`config.mk`:
```
export PLATFORM = sky130hd
export DESIGN_NAME = spi_sensor_slave_flat
export DESIGN_NICKNAME = d
export VERILOG_FILES = /design/src/rtl/spi_sensor_pkg.sv /design/src/rtl/spi_sensor_slave_if.sv /design/src/rtl/spi_sync_edge.sv /design/src/rtl/spi_sensor_slave.sv /design/src/flat_wrapper.sv
export SDC_FILE = /design/constraint.sdc
export NUM_CORES = 1
export LEC_CHECK = 0
export ABC_AREA = 1
export BUFFER_PORTS_ARGS = -buffer_cell sky130_fd_sc_hd__buf_2
export CORE_ASPECT_RATIO = 1.2
export CORE_MARGIN = 2
export CORE_UTILIZATION = 51
export DETAILED_ROUTE_END_ITERATION = 8
export GPL_ROUTABILITY_DRIVEN = 1
export PLACE_DENSITY = 0.74
export SETUP_SLACK_MARGIN = 0.3
export SKIP_CTS_REPAIR_TIMING = 1
export SLEW_MARGIN = 10
export SYNTH_ARGS = -nofsm -noshare
export SYNTH_HDL_FRONTEND = slang
export SYNTH_SLANG_ARGS = --single-unit
export TNS_END_PERCENT = 30
```
`constraint.sdc`:
```
create_clock -name clk -period 1.35 [get_ports clk]
set_input_delay 0.3375 -clock clk [delete_from_list [all_inputs] [get_ports clk]]
set_output_delay 0.3375 -clock clk [all_outputs]
set_load 0.02 [all_outputs]
```
`src/rtl/spi_sensor_pkg.sv`:
```
// spi_sensor_slave shared types and defaults.
// Imported by the interface, the synchronizer and the top level.
package spi_sensor_pkg;

    localparam int SPI_DATA_W      = 16;
    localparam int SPI_SYNC_STAGES = 2;

    typedef enum logic [1:0] {
        ST_IDLE  = 2'd0,
        ST_SHIFT = 2'd1,
        ST_DONE  = 2'd2
    } state_t;

endpackage

```
`src/rtl/spi_sensor_slave_if.sv`:
```
// Pin bundle of the emulated SPI sensor: producer side and SPI side.
// The slave modport is the responder, master is the board/bench.
interface spi_sensor_slave_if
    import spi_sensor_pkg::*;
#(
    parameter int DATA_W = SPI_DATA_W
);
    logic [DATA_W-1:0] sample_data;
    logic              sample_valid;
    logic              sample_ready;
    logic              sclk;
    logic              cs;
    logic              miso;
    logic              busy;
    logic              frame_done;
    logic              frame_abort;
    logic              frame_stale;

    modport slave (
        input  sample_data,
        input  sample_valid,
        input  sclk,
        input  cs,
        output sample_ready,
        output miso,
        output busy,
        output frame_done,
        output frame_abort,
        output frame_stale
    );

    modport master (
        output sample_data,
        output sample_valid,
        output sclk,
        output cs,
        input  sample_ready,
        input  miso,
        input  busy,
        input  frame_done,
        input  frame_abort,
        input  frame_stale
    );

endinterface

```
`src/rtl/spi_sync_edge.sv`:
```
// Multi-flop synchronizer for an asynchronous pin with rise/fall pulses.
// Edges are held off until the chain has filled with real pin samples.
module spi_sync_edge
    import spi_sensor_pkg::*;
#(
    parameter int SYNC_STAGES = SPI_SYNC_STAGES
) (
    input  logic clk,
    input  logic rst_n,
    input  logic i_pin,
    output logic o_rise,
    output logic o_fall
);

    logic [SYNC_STAGES-1:0] r_sync;
    logic                   r_prev;
    logic [SYNC_STAGES:0]   r_fill;
    logic                   w_filled;

    // Synchronizer chain, one delayed copy for edge detection, fill tracker.
    always_ff @(posedge clk or negedge rst_n) begin
        if (!rst_n) begin
            r_sync <= '0;
            r_prev <= 1'b0;
            r_fill <= '0;
        end else begin
            r_sync <= {r_sync[SYNC_STAGES-2:0], i_pin};
            r_prev <= r_sync[SYNC_STAGES-1];
            r_fill <= {r_fill[SYNC_STAGES-1:0], 1'b1};
        end
    end

    // A pin already low at reset release must not look like a falling edge.
    assign w_filled = r_fill[SYNC_STAGES];
    assign o_rise   = w_filled &  r_sync[SYNC_STAGES-1] & ~r_prev;
    assign o_fall   = w_filled & ~r_sync[SYNC_STAGES-1] &  r_prev;

endmodule

```
`src/rtl/spi_sensor_slave.sv`:
```
// SPI responder emulating a 16-bit read-only sensor (CPOL=0, MSB first).
// Holds the latest producer sample and shifts it out on each cs frame.
module spi_sensor_slave
    import spi_sensor_pkg::*;
#(
    parameter int                DATA_W       = SPI_DATA_W,
    parameter int                SYNC_STAGES  = SPI_SYNC_STAGES,
    parameter logic [DATA_W-1:0] RESET_SAMPLE = '0
) (
    input logic               clk,
    input logic               rst_n,
    spi_sensor_slave_if.slave bus
);

    localparam int CW = $clog2(DATA_W + 1);

    logic w_sclk_rise;
    logic w_sclk_fall;
    logic w_cs_rise;
    logic w_cs_fall;

    state_t            r_state;
    state_t            w_state_nxt;
    logic [DATA_W-1:0] r_pending;
    logic              r_fresh;
    logic              w_fresh_nxt;
    logic [DATA_W-2:0] r_shift;
    logic [DATA_W-2:0] w_shift_nxt;
    logic [CW-1:0]     r_cnt;
    logic [CW-1:0]     w_cnt_nxt;
    logic [CW-1:0]     w_cnt_inc;
    logic              r_miso;
    logic              w_miso_nxt;
    logic              r_done;
    logic              w_done_nxt;
    logic              r_abort;
    logic              w_abort_nxt;
    logic              r_stale;
    logic              w_stale_nxt;
    logic              r_ready;

    spi_sync_edge #(
        .SYNC_STAGES (SYNC_STAGES)
    ) u_sclk_sync (
        .clk    (clk),
        .rst_n  (rst_n),
        .i_pin  (bus.sclk),
        .o_rise (w_sclk_rise),
        .o_fall (w_sclk_fall)
    );

    spi_sync_edge #(
        .SYNC_STAGES (SYNC_STAGES)
    ) u_cs_sync (
        .clk    (clk),
        .rst_n  (rst_n),
        .i_pin  (bus.cs),
        .o_rise (w_cs_rise),
        .o_fall (w_cs_fall)
    );

    // Pending sample: last write wins, independent of frame activity.
    always_ff @(posedge clk or negedge rst_n) begin
        if (!rst_n) begin
            r_pending <= RESET_SAMPLE;
        end else if (bus.sample_valid) begin
            r_pending <= bus.sample_data;
        end
    end

    // State and frame datapath registers.
    always_ff @(posedge clk or negedge rst_n) begin
        if (!rst_n) begin
            r_state <= ST_IDLE;
            r_fresh <= 1'b0;
            r_shift <= '0;
            r_cnt   <= '0;
            r_miso  <= 1'b0;
            r_done  <= 1'b0;
            r_abort <= 1'b0;
            r_stale <= 1'b0;
            r_ready <= 1'b0;
        end else begin
            r_state <= w_state_nxt;
            r_fresh <= w_fresh_nxt;
            r_shift <= w_shift_nxt;
            r_cnt   <= w_cnt_nxt;
            r_miso  <= w_miso_nxt;
            r_done  <= w_done_nxt;
            r_abort <= w_abort_nxt;
            r_stale <= w_stale_nxt;
            r_ready <= 1'b1;
        end
    end

    // Next state and datapath; cs rise outranks any sclk edge.
    always_comb begin
        w_state_nxt = r_state;
        w_fresh_nxt = r_fresh;
        w_shift_nxt = r_shift;
        w_cnt_nxt   = r_cnt;
        w_miso_nxt  = r_miso;
        w_done_nxt  = 1'b0;
        w_abort_nxt = 1'b0;
        w_stale_nxt = r_stale;
        w_cnt_inc   = r_cnt + CW'(1);

        unique case (r_state)
            ST_IDLE: begin
                w_miso_nxt = 1'b0;
                if (w_cs_fall) begin
                    w_shift_nxt = r_pending[DATA_W-2:0];
                    w_stale_nxt = ~r_fresh;
                    w_fresh_nxt = 1'b0;
                    w_cnt_nxt   = '0;
                    w_miso_nxt  = r_pending[DATA_W-1];
                    w_state_nxt = ST_SHIFT;
                end
            end
            ST_SHIFT: begin
                if (w_cs_rise) begin
                    w_abort_nxt = 1'b1;
                    w_miso_nxt  = 1'b0;
                    w_state_nxt = ST_IDLE;
                end else if (w_sclk_rise) begin
                    w_cnt_nxt = w_cnt_inc;
                    if (w_cnt_inc == CW'(DATA_W)) begin
                        w_done_nxt  = 1'b1;
                        w_miso_nxt  = 1'b0;
                        w_state_nxt = ST_DONE;
                    end
                end else if (w_sclk_fall) begin
                    w_miso_nxt  = r_shift[DATA_W-2];
                    w_shift_nxt = {r_shift[DATA_W-3:0], 1'b0};
                end
            end
            ST_DONE: begin
                w_miso_nxt = 1'b0;
                if (w_cs_rise) begin
                    w_state_nxt = ST_IDLE;
                end
            end
            default: begin
                w_miso_nxt  = 1'b0;
                w_state_nxt = ST_IDLE;
            end
        endcase

        // A write racing a frame start still marks the new value as fresh.
        if (bus.sample_valid) begin
            w_fresh_nxt = 1'b1;
        end
    end

    assign bus.sample_ready = r_ready;
    assign bus.miso         = r_miso;
    assign bus.busy         = (r_state != ST_IDLE);
    assign bus.frame_done   = r_done;
    assign bus.frame_abort  = r_abort;
    assign bus.frame_stale  = r_stale;

endmodule

```
`src/flat_wrapper.sv`:
```
// flat-port wrapper written by rule: the top's interface ports become plain ports
module spi_sensor_slave_flat import spi_sensor_pkg::*;
#(
    parameter int                DATA_W       = SPI_DATA_W,
    parameter int                SYNC_STAGES  = SPI_SYNC_STAGES,
    parameter logic [DATA_W-1:0] RESET_SAMPLE = '0
)
  (clk, rst_n, bus_sample_data, bus_sample_valid, bus_sclk, bus_cs, bus_sample_ready, bus_miso, bus_busy, bus_frame_done, bus_frame_abort, bus_frame_stale);
  spi_sensor_slave_if #(.DATA_W(DATA_W)) bus_i ();
  input logic clk;
  input logic rst_n;
  input wire logic [$bits(bus_i.sample_data)-1:0] bus_sample_data;
  input wire logic [$bits(bus_i.sample_valid)-1:0] bus_sample_valid;
  input wire logic [$bits(bus_i.sclk)-1:0] bus_sclk;
  input wire logic [$bits(bus_i.cs)-1:0] bus_cs;
  output wire logic [$bits(bus_i.sample_ready)-1:0] bus_sample_ready;
  output wire logic [$bits(bus_i.miso)-1:0] bus_miso;
  output wire logic [$bits(bus_i.busy)-1:0] bus_busy;
  output wire logic [$bits(bus_i.frame_done)-1:0] bus_frame_done;
  output wire logic [$bits(bus_i.frame_abort)-1:0] bus_frame_abort;
  output wire logic [$bits(bus_i.frame_stale)-1:0] bus_frame_stale;
  assign bus_i.sample_data = bus_sample_data;
  assign bus_i.sample_valid = bus_sample_valid;
  assign bus_i.sclk = bus_sclk;
  assign bus_i.cs = bus_cs;
  assign bus_sample_ready = bus_i.sample_ready;
  assign bus_miso = bus_i.miso;
  assign bus_busy = bus_i.busy;
  assign bus_frame_done = bus_i.frame_done;
  assign bus_frame_abort = bus_i.frame_abort;
  assign bus_frame_stale = bus_i.frame_stale;
  spi_sensor_slave #(.DATA_W(DATA_W), .SYNC_STAGES(SYNC_STAGES), .RESET_SAMPLE(RESET_SAMPLE)) u_core (.clk(clk), .rst_n(rst_n), .bus(bus_i));
endmodule
```
======== After elaboration in Yosys (flattened, before gate mapping) ========
Index checks and enable logic that the tools add are counted.
cells by class
  reductions and logical operators ........ 11
  muxes and demuxes ....................... 30
  bitwise operators ....................... 13
  equality and inequality tests ........... 13
  add/subtract/negate cells ............... 1
operator list
  kind                                                  number
  2-to-1 mux 15 bit                                     4
  one-hot mux 15 bit (2 select lines)                   1
  2-to-1 mux 5 bit                                      3
  2-to-1 mux 1 bit                                      14
  != test 2 bit (second input constant)                 6
  2-to-1 mux 2 bit                                      5
  one-hot mux 5 bit (2 select lines)                    1
  bitwise AND 1 bit                                     8
  AND reduction 4 bit                                   2
  nonzero test 2 bit                                    4
  one-hot mux 2 bit (3 select lines)                    1
  AND reduction 2 bit                                   3
  adder 5 x 1 -> 5 bit (second input constant)          1
  equality test 5 bit (second input constant)           1
  NOT 1 bit                                             5
  AND reduction 5 bit                                   1
  != test 4 x 3 -> 1 bit (second input constant)        1
  != test 4 bit (second input constant)                 1
  != test 3 x 2 -> 1 bit (second input constant)        1
  != test 3 bit (second input constant)                 1
  equality test 2 x 1 -> 1 bit (second input constant)  1
  equality test 2 bit (second input constant)           1
  logical NOT 2 bit                                     1
  one-hot mux 1 bit (2 select lines)                    1
word-level totals
  input port bits ......................... 21
  register bits after elaboration ......... 56
  word-level logic and storage cells ...... 84

======== Depth between registers and ports, before layout ========
Gate-level depths: netlist (run 1).
  depth after elaboration ................. 7
  gate-level depth with buffers ........... 11
  mapped depth without buffers ............ 9

======== By module ========
Synthesis (run 1) repeated with hierarchy kept, for this count alone.
unflattened totals
  cell total of the unflattened synthesis .. 243
  area, all modules ....................... 2297.2 µm²
modules (own cells, without submodules)
  module            cells each  instances  area an instance (µm²)
  spi_sensor_slave  221         1          1959.4
  spi_sync_edge     11          2          168.9

======== Worst setup path after synthesis (run 1) ========
No wires, ideal clock.
  path type ............................... register -> register
  start point ............................. register u_core.r_state[1]
  end point ............................... register u_core.r_shift[10]
  setup time .............................. 0.123 ns
  arrival time ............................ 1.351 ns
  setup slack ............................. -0.125 ns
  clock period less this slack ............ 1.475 ns
  cell stages (with the launch flop) ...... 11
  buffers on the path ..................... 2
  cells stage by stage .................... dfrtp_1 nor2_1 inv_2 nor2_4 inv_2 nand2_2 nand2_1 buf_6 buf_6 nand2_1 o21ai_1
between the ends
  word-level cells in the longest chain between the ends .. 3
  elaborated cells on any way between the ends .. 9
  those cells by class .................... eq/ne: 5; mux: 1; reduce/logical: 3
ends and longest elaborated chain
  item                                                                         line                     RTL
  start, declared                                                              spi_sensor_slave.sv:22   state_t r_state;
  start signal, assigned                                                       spi_sensor_slave.sv:84   r_state <= w_state_nxt;
  equality test 2 x 1 -> 1 bit / logical NOT 2 bit (equally long branches)     spi_sensor_slave.sv:108  unique case (r_state)
  != test 2 bit (no source line) / nonzero test 2 bit (equally long branches)  --
  AND reduction 5 bit (no source line)                                         --
  end signal, assigned                                                         spi_sensor_slave.sv:86   r_shift <= w_shift_nxt;
  end, declared                                                                spi_sensor_slave.sv:27   logic [DATA_W-2:0] r_shift;
Parallel ways exist; a longest one is shown, timed or not.
A chain may end at the register's enable or synchronous reset.

======== Worst setup path in the final report (run 1) ========
  start point ............................. register u_core.r_state[1]
  end point ............................... output port bus_busy
between the ends
  word-level cells in the longest chain between the ends .. 1
ends and longest elaborated chain
  item                line                     RTL
  nonzero test 2 bit  spi_sensor_slave.sv:157  assign bus.busy = (r_state != ST_IDLE);
  end, declared       flat_wrapper.sv:18       output wire logic [$bits(bus_i.busy)-1:0] bus_busy;
No other way between the ends.

==> results.yml, run 1 <==
synth:
  syn-num-nets: 268
  synthCells: 246
  ys_seq_area_share_pct: 59.36
  ys_types: 21
  yosys_warnings: 0
  synth_top_area_share_pct: 59.36
  synth_area_leader_cell: "dfrtp_1"
  ys_seq_elements: 52
  synth_area_per_cell_um2: 8.911
  synth_area_leaders: "dfrtp_1 59%, nand2_1 16%, o21ai_0 5.5%"
  syn_area_um2: 2192
clock_tree:
  clock_sink_count: 52
  cts_max_level: 2
  cts_buffer_depth: 2
  cts_buffers: 5
  clock-root-buffer: "clkbuf_8"
  cts_tree: "yes"
  clk_latency_ps: 310
  path_clk_slew_ps: 100
pwr:
  vdd_drop_max_mv: 0.9523
  powerDensity_nw_per_um2: 1668
  p_leak_nw: 1.412
floorplanning:
  fp.dieW_um: 63.85
  initial_core_util_pct: 52.24
  placementRows: 26
  core_area_um2: 4197
  dieHeight_um: 75.82
  dieArea_um2: 4841
  ios: 27
timing:
  fmaxAchievable_mhz: 694.6
  setup_violations: 15
  timing.final.crit_share_pct: 106.6
  slew_viol_final: 0
  whs_ps: -1.972
  finalHoldViolCount: 1
  fin_skew_ps: 8.838
  fin_crit_ps: 1440
  rsz0062_at_grt: "true"
  setup_tns_ps: -543.6
  layout_setup_ws_ps: -89.70
placed_design:
  pre_cts_ws_ps: 19.90
  port_buffers: 26
  hpwl_um: 2499
  gp_congestion: 0.8866
setup_path:
  cp.required_ps: 1010
  crit_chain: "nor2_4 -> inv_2 -> buf_6"
  cpMaxStageDelayCell: "dfrtp_2"
  end_kind: "primary output"
  critPathArrivalTime_ps: 1100
  crit_type: "flip-flop to primary output"
  critPathLaunchType: "flip-flop"
  crit_fanout: 3
  max_stage_delay_ps: 470
status:
  outcome: "finished with violations"
  failed_checks: "negative hold slack, negative setup slack"
global_route:
  grt_max_degree: 53
  grt_antenna_before_repair: 0
  grt_pass1_vias: 1531
  grt_pass1_wl_um: 6403
  grt_overflow: 0
  track_usage_pct: 17.31
worst_hold_path:
  hp-class: "primary input to async pin"
layout:
  layout_common_cells: "75 x nand2_1, 49 x dfrtp_1, 20 x buf_2, 15 x o21ai_0, 14 x inv_1"
  nNetsFinal: 310
  n_antenna_cell: 0
  area_growth_pct: 30.48
  drive_above_1_share_pct: 34.26
  final_util_pct: 68.16
  layout_commonest_cell: "nand2_1"
route:
  wl_per_cell_um: 12.71
  drc: 0
  finalWirelength_um: 4386
  dr.pass1.iters: 4
  ant_nets: 0
  num_vias: 1724
  drtIter0Drc: 98
  viasPerCell: 4.997
job:
  max-cap-violations: 0
-- layout make-up --
cell class / count / area (um2)
fillers: 323 / 1336
multi-input cells: 165 / 939.7
clock buffers: 6 / 82.58
repair buffers: 42 / 366.6
clock inverters: 2 / 13.76
flip-flops and latches: 52 / 1305
well taps: 56 / 70.07
inverters: 22 / 82.58
-- report_power, final --
part           switching [mW]  internal, mW  total [mW]  leakage [nW]
clock network           0.513         0.420       0.932        0.0516
logic                   0.952         0.815        1.77         0.715
registers               0.210          1.86        2.07         0.645
-- worst paths after layout --
kind | startpoint | end | slack, ps | depth (start not counted)
setup / recovery | u_core.r_state[1]$_DFFE_PN0P_ | bus_busy | -90 | 3
hold / removal | rst_n | u_core.r_pending[10]$_DFFE_PN0P_ | -2 | 2
setup reg to reg | u_core.r_state[1]$_DFFE_PN0P_ | u_core.r_shift[10]$_DFFE_PN0P_ | -50 | 9
hold reg to reg | u_core.u_sclk_sync.r_sync[0]$_DFF_PN0_ | u_core.u_sclk_sync.r_sync[1]$_DFF_PN0_ | 360 | 0
max in group asynchronous | rst_n | u_core.r_state[0]$_DFFE_PN0P_ | 1100 | 2
min in group clk | bus_sclk | u_core.u_sclk_sync.r_sync[0]$_DFF_PN0_ | 130 | 1
-- stage by stage --
step           power, mW  hold WS, ps  cell area, um2  cells
6_report           4.772       -1.972            2860    345
5_1_grt            5.063        26.15            2860    345
4_1_cts            4.155        14.31            2545    338
3_5_place_dp       3.235        338.6            2449    330
3_3_place_gp       3.195        331.6            2449    330
2_1_floorplan      2.893        41.91            2198    246
-- cell usage after synthesis --
cell / count
dfrtp_1: 52
inv_1: 17
nor2_4: 1
o21ai_1: 10
nand2_1: 91
conb_1: 1
a21boi_0: 1
nor2_1: 11
o21ai_0: 24
or2_2: 1
buf_2: 1
nor2_8: 1
buf_6: 2
nand3_1: 12
clkinv_1: 1
ha_1: 1
inv_2: 4
mux2i_1: 6
nand2_2: 2
nand4_1: 3
clkbuf_1: 4
-- routing by layer --
layer | GRT usage, % | vias up | share of wire [%]
li1 | - | 860 | -
met2 | 28.47 | 35 | 52
met4 | 9.662 | 0 | 2.6
met5 | 0 | - | 0
met1 | 21.02 | 819 | 42
met3 | 4.579 | 10 | 3.6
-- sequential cells by signal (all words and copies together) (netlist names), 2 cells and up --
register / cells
u_core.u_sclk_sync.r_fill: 2
u_core.u_sclk_sync.r_sync: 2
u_core.u_cs_sync.r_sync: 2
u_core.r_shift: 15
u_core.r_state: 2
u_core.r_cnt: 5
u_core.r_pending: 16
-- worst max-delay path: cells and delay by family (launching register included) --
family,cells,cell delay [ps]
flip-flops,1,470
buffers and inverters,2,190
AND/OR/NAND/NOR,1,130
-- cell families after synthesis --
group / share of synthesized area [%]
AOI/OAI and AO/OA: 8.105
adders and majority gates: 0.5707
buffers and inverters: 5.707
DFF: 59.36
muxes: 2.740
other: 0.1711
and+or+nand+nor: 23.35
Power figures use the tool's default switching activity.
==> run 2: changes to the inputs <==
- REMOVE_ABC_BUFFERS: not set -> 1
==> run 2 against run 1 <==
The flow finishes with violations (negative setup slack). Clock power is 3.4% lower. Worst hold slack gained 130 ps. Critical path depth did not move. Critical path type unchanged. Cell count increased by 1.4%. Critical endpoint unchanged. Count of clock-buffer cells in the layout did not move. Power up 0.43%.
==> results.yml, run 2 (synthesis gave the netlist of run 1 again) <==
setup_path:
  crit_type: "flip-flop to primary output"
  cp.required_ps: 1010
  reg2reg_depth: 9
  reg2reg_from: "u_core.r_state[0]$_DFFE_PN0P_"
  cp-startpoint: "u_core.r_state[0]$_DFFE_PN0P_"
  setup.worst_path.end: "bus_busy"
  crit_fanout: 2
  end_kind: "primary output"
  critPathArrivalTime_ps: 1090
  rrSetupSlack_ps: -50
  r2r_end: "u_core.r_shift[7]$_DFFE_PN0P_"
  critPathLaunchType: "flip-flop"
route:
  num_vias: 1736
  drc: 0
  ant_nets: 0
  wl_per_cell_um: 12.68
  wl_met1_um: 1877
  viasPerCell: 4.960
  finalWirelength_um: 4439
  dr.pass1.iters: 4
  drtIter0Drc: 77
  highest_layer: "met4"
  dr_wl_met2_um: 2354
  dr_wl_met3_um: 120
layout:
  drive_above_1_share_pct: 27.89
  layout_common_cells: "83 x nand2_1, 52 x dfrtp_1, 21 x buf_2, 17 x inv_1, 15 x o21ai_0"
  nNetsFinal: 315
  area_growth_pct: 29.74
  largest_reg_flops: 16
  top_register: "u_core.r_pending"
  fillers: 335
  ff_latch_area_um2: 1301
  n_antenna_cell: 0
  layout_commonest_cell: "nand2_1"
  reg_top3: "u_core.r_pending: 16 flops, u_core.r_shift: 15 flops, u_core.r_cnt: 5 flops"
  multi_input_area_um2: 875.8
timing:
  whs_ps: 132.7
  timing.final.crit_share_pct: 105.6
  layout_setup_ws_ps: -74.98
  rsz0062_at_grt: "true"
  fin_crit_ps: 1425
  finalHoldViolCount: 0
  slew_viol_final: 0
  fmaxAchievable_mhz: 701.8
  fin_skew_ps: 6.865
  setup_violations: 14
pwr:
  p_seq_share_pct: 43.3
  clkPwrFrac_pct: 18.8
  p_int_mw: 3.127
  switching_share_pct: 34.75
  vdd_drop_max_mv: 0.9956
  power_frac_comb_pct: 37.9
  p_switching_mw: 1.665
  powerDensity_nw_per_um2: 1685
  p_leak_nw: 1.435
clock_tree:
  cts_max_level: 2
  clock_sink_count: 52
  clock-root-buffer: "clkbuf_8"
  clk_latency_ps: 310
  path_clk_slew_ps: 90
  cts_buffer_depth: 2
  cts_buffers: 5
  cts_tree: "yes"
global_route:
  grt_pass1_vias: 1645
  grt_antenna_before_repair: 0
  grt_pass1_wl_um: 7010
  grt_max_degree: 27
  grt_overflow: 0
  track_usage_pct: 19.49
floorplanning:
  ios: 27
  initial_core_util_pct: 52.24
  fp.dieW_um: 63.85
  dieHeight_um: 75.82
  placementRows: 26
  core_area_um2: 4197
  dieArea_um2: 4841
placed_design:
  pre_cts_ws_ps: -47.30
  hpwl_um: 2950
  port_buffers: 26
  gp_congestion: 0.7588
worst_hold_path:
  hp-class: "primary input to flip-flop"
status:
  failed_checks: "negative setup slack"
  outcome: "finished with violations"
job:
  max-cap-violations: 0
-- run 2: how the worst min path moves through the flow --
stage                  start                                      to  slack, ps  depth (start not counted)
floorplan              rst_n        u_core.bus.frame_abort$_DFF_PN0_         40                          0
global placement       rst_n        u_core.r_pending[10]$_DFFE_PN0P_        280                          1
detailed placement     rst_n        u_core.r_pending[10]$_DFFE_PN0P_        280                          1
CTS                    rst_n         u_core.r_pending[0]$_DFFE_PN0P_        -60                          1
global route        bus_sclk  u_core.u_sclk_sync.r_sync[0]$_DFF_PN0_        120                          1
finish                bus_cs    u_core.u_cs_sync.r_sync[0]$_DFF_PN0_        130                          1
-- run 2: area by class of cell --
class / count / area share, %
Clock inverter: 2 / 0.3520
Inverter: 22 / 3.168
Timing Repair Buffer: 47 / 14.56
Clock buffer: 6 / 2.904
Multi-Input combinational cell: 165 / 30.80
Sequential cell: 52 / 45.75
Tap cell: 56 / 2.464
-- run 2: routing by layer --
layer / vias to the layer above / global-route usage (%)
met4: 0 / 8.937
met1: 833 / 21.74
met2: 26 / 35.19
li1: 869 / -
met3: 8 / 5.318
met5: - / 0
-- run 2: worst max-delay path, stage by stage, from the launching register on --
cell	delay, ps
dfrtp_1	410
nor2_2	160
inv_2	80
buf_6	130
-- run 2: per-stage QoR --
stage               power [mW]  util, %  instances  area, um2  setup TNS [ps]
global route             5.090    67.77        350       2844           -1616
floorplan                2.798        -        239       2150           -4526
global placement         3.251    59.57        336       2500          -10.78
detailed placement       3.317    59.57        336       2500          -464.5
CTS                      4.220    61.78        344       2592          -763.5
finish                   4.793    67.77        350       2844          -412.8
-- run 2: power groups by stage --
stage	sequential (mW)	clock [mW]	combinational, mW
floorplan	2.04	0	0.758
global placement	2.03	0	1.22
detailed placement	2.04	0	1.28
CTS	2.02	0.926	1.27
global route	2.10	0.986	2.00
finish	2.08	0.900	1.82
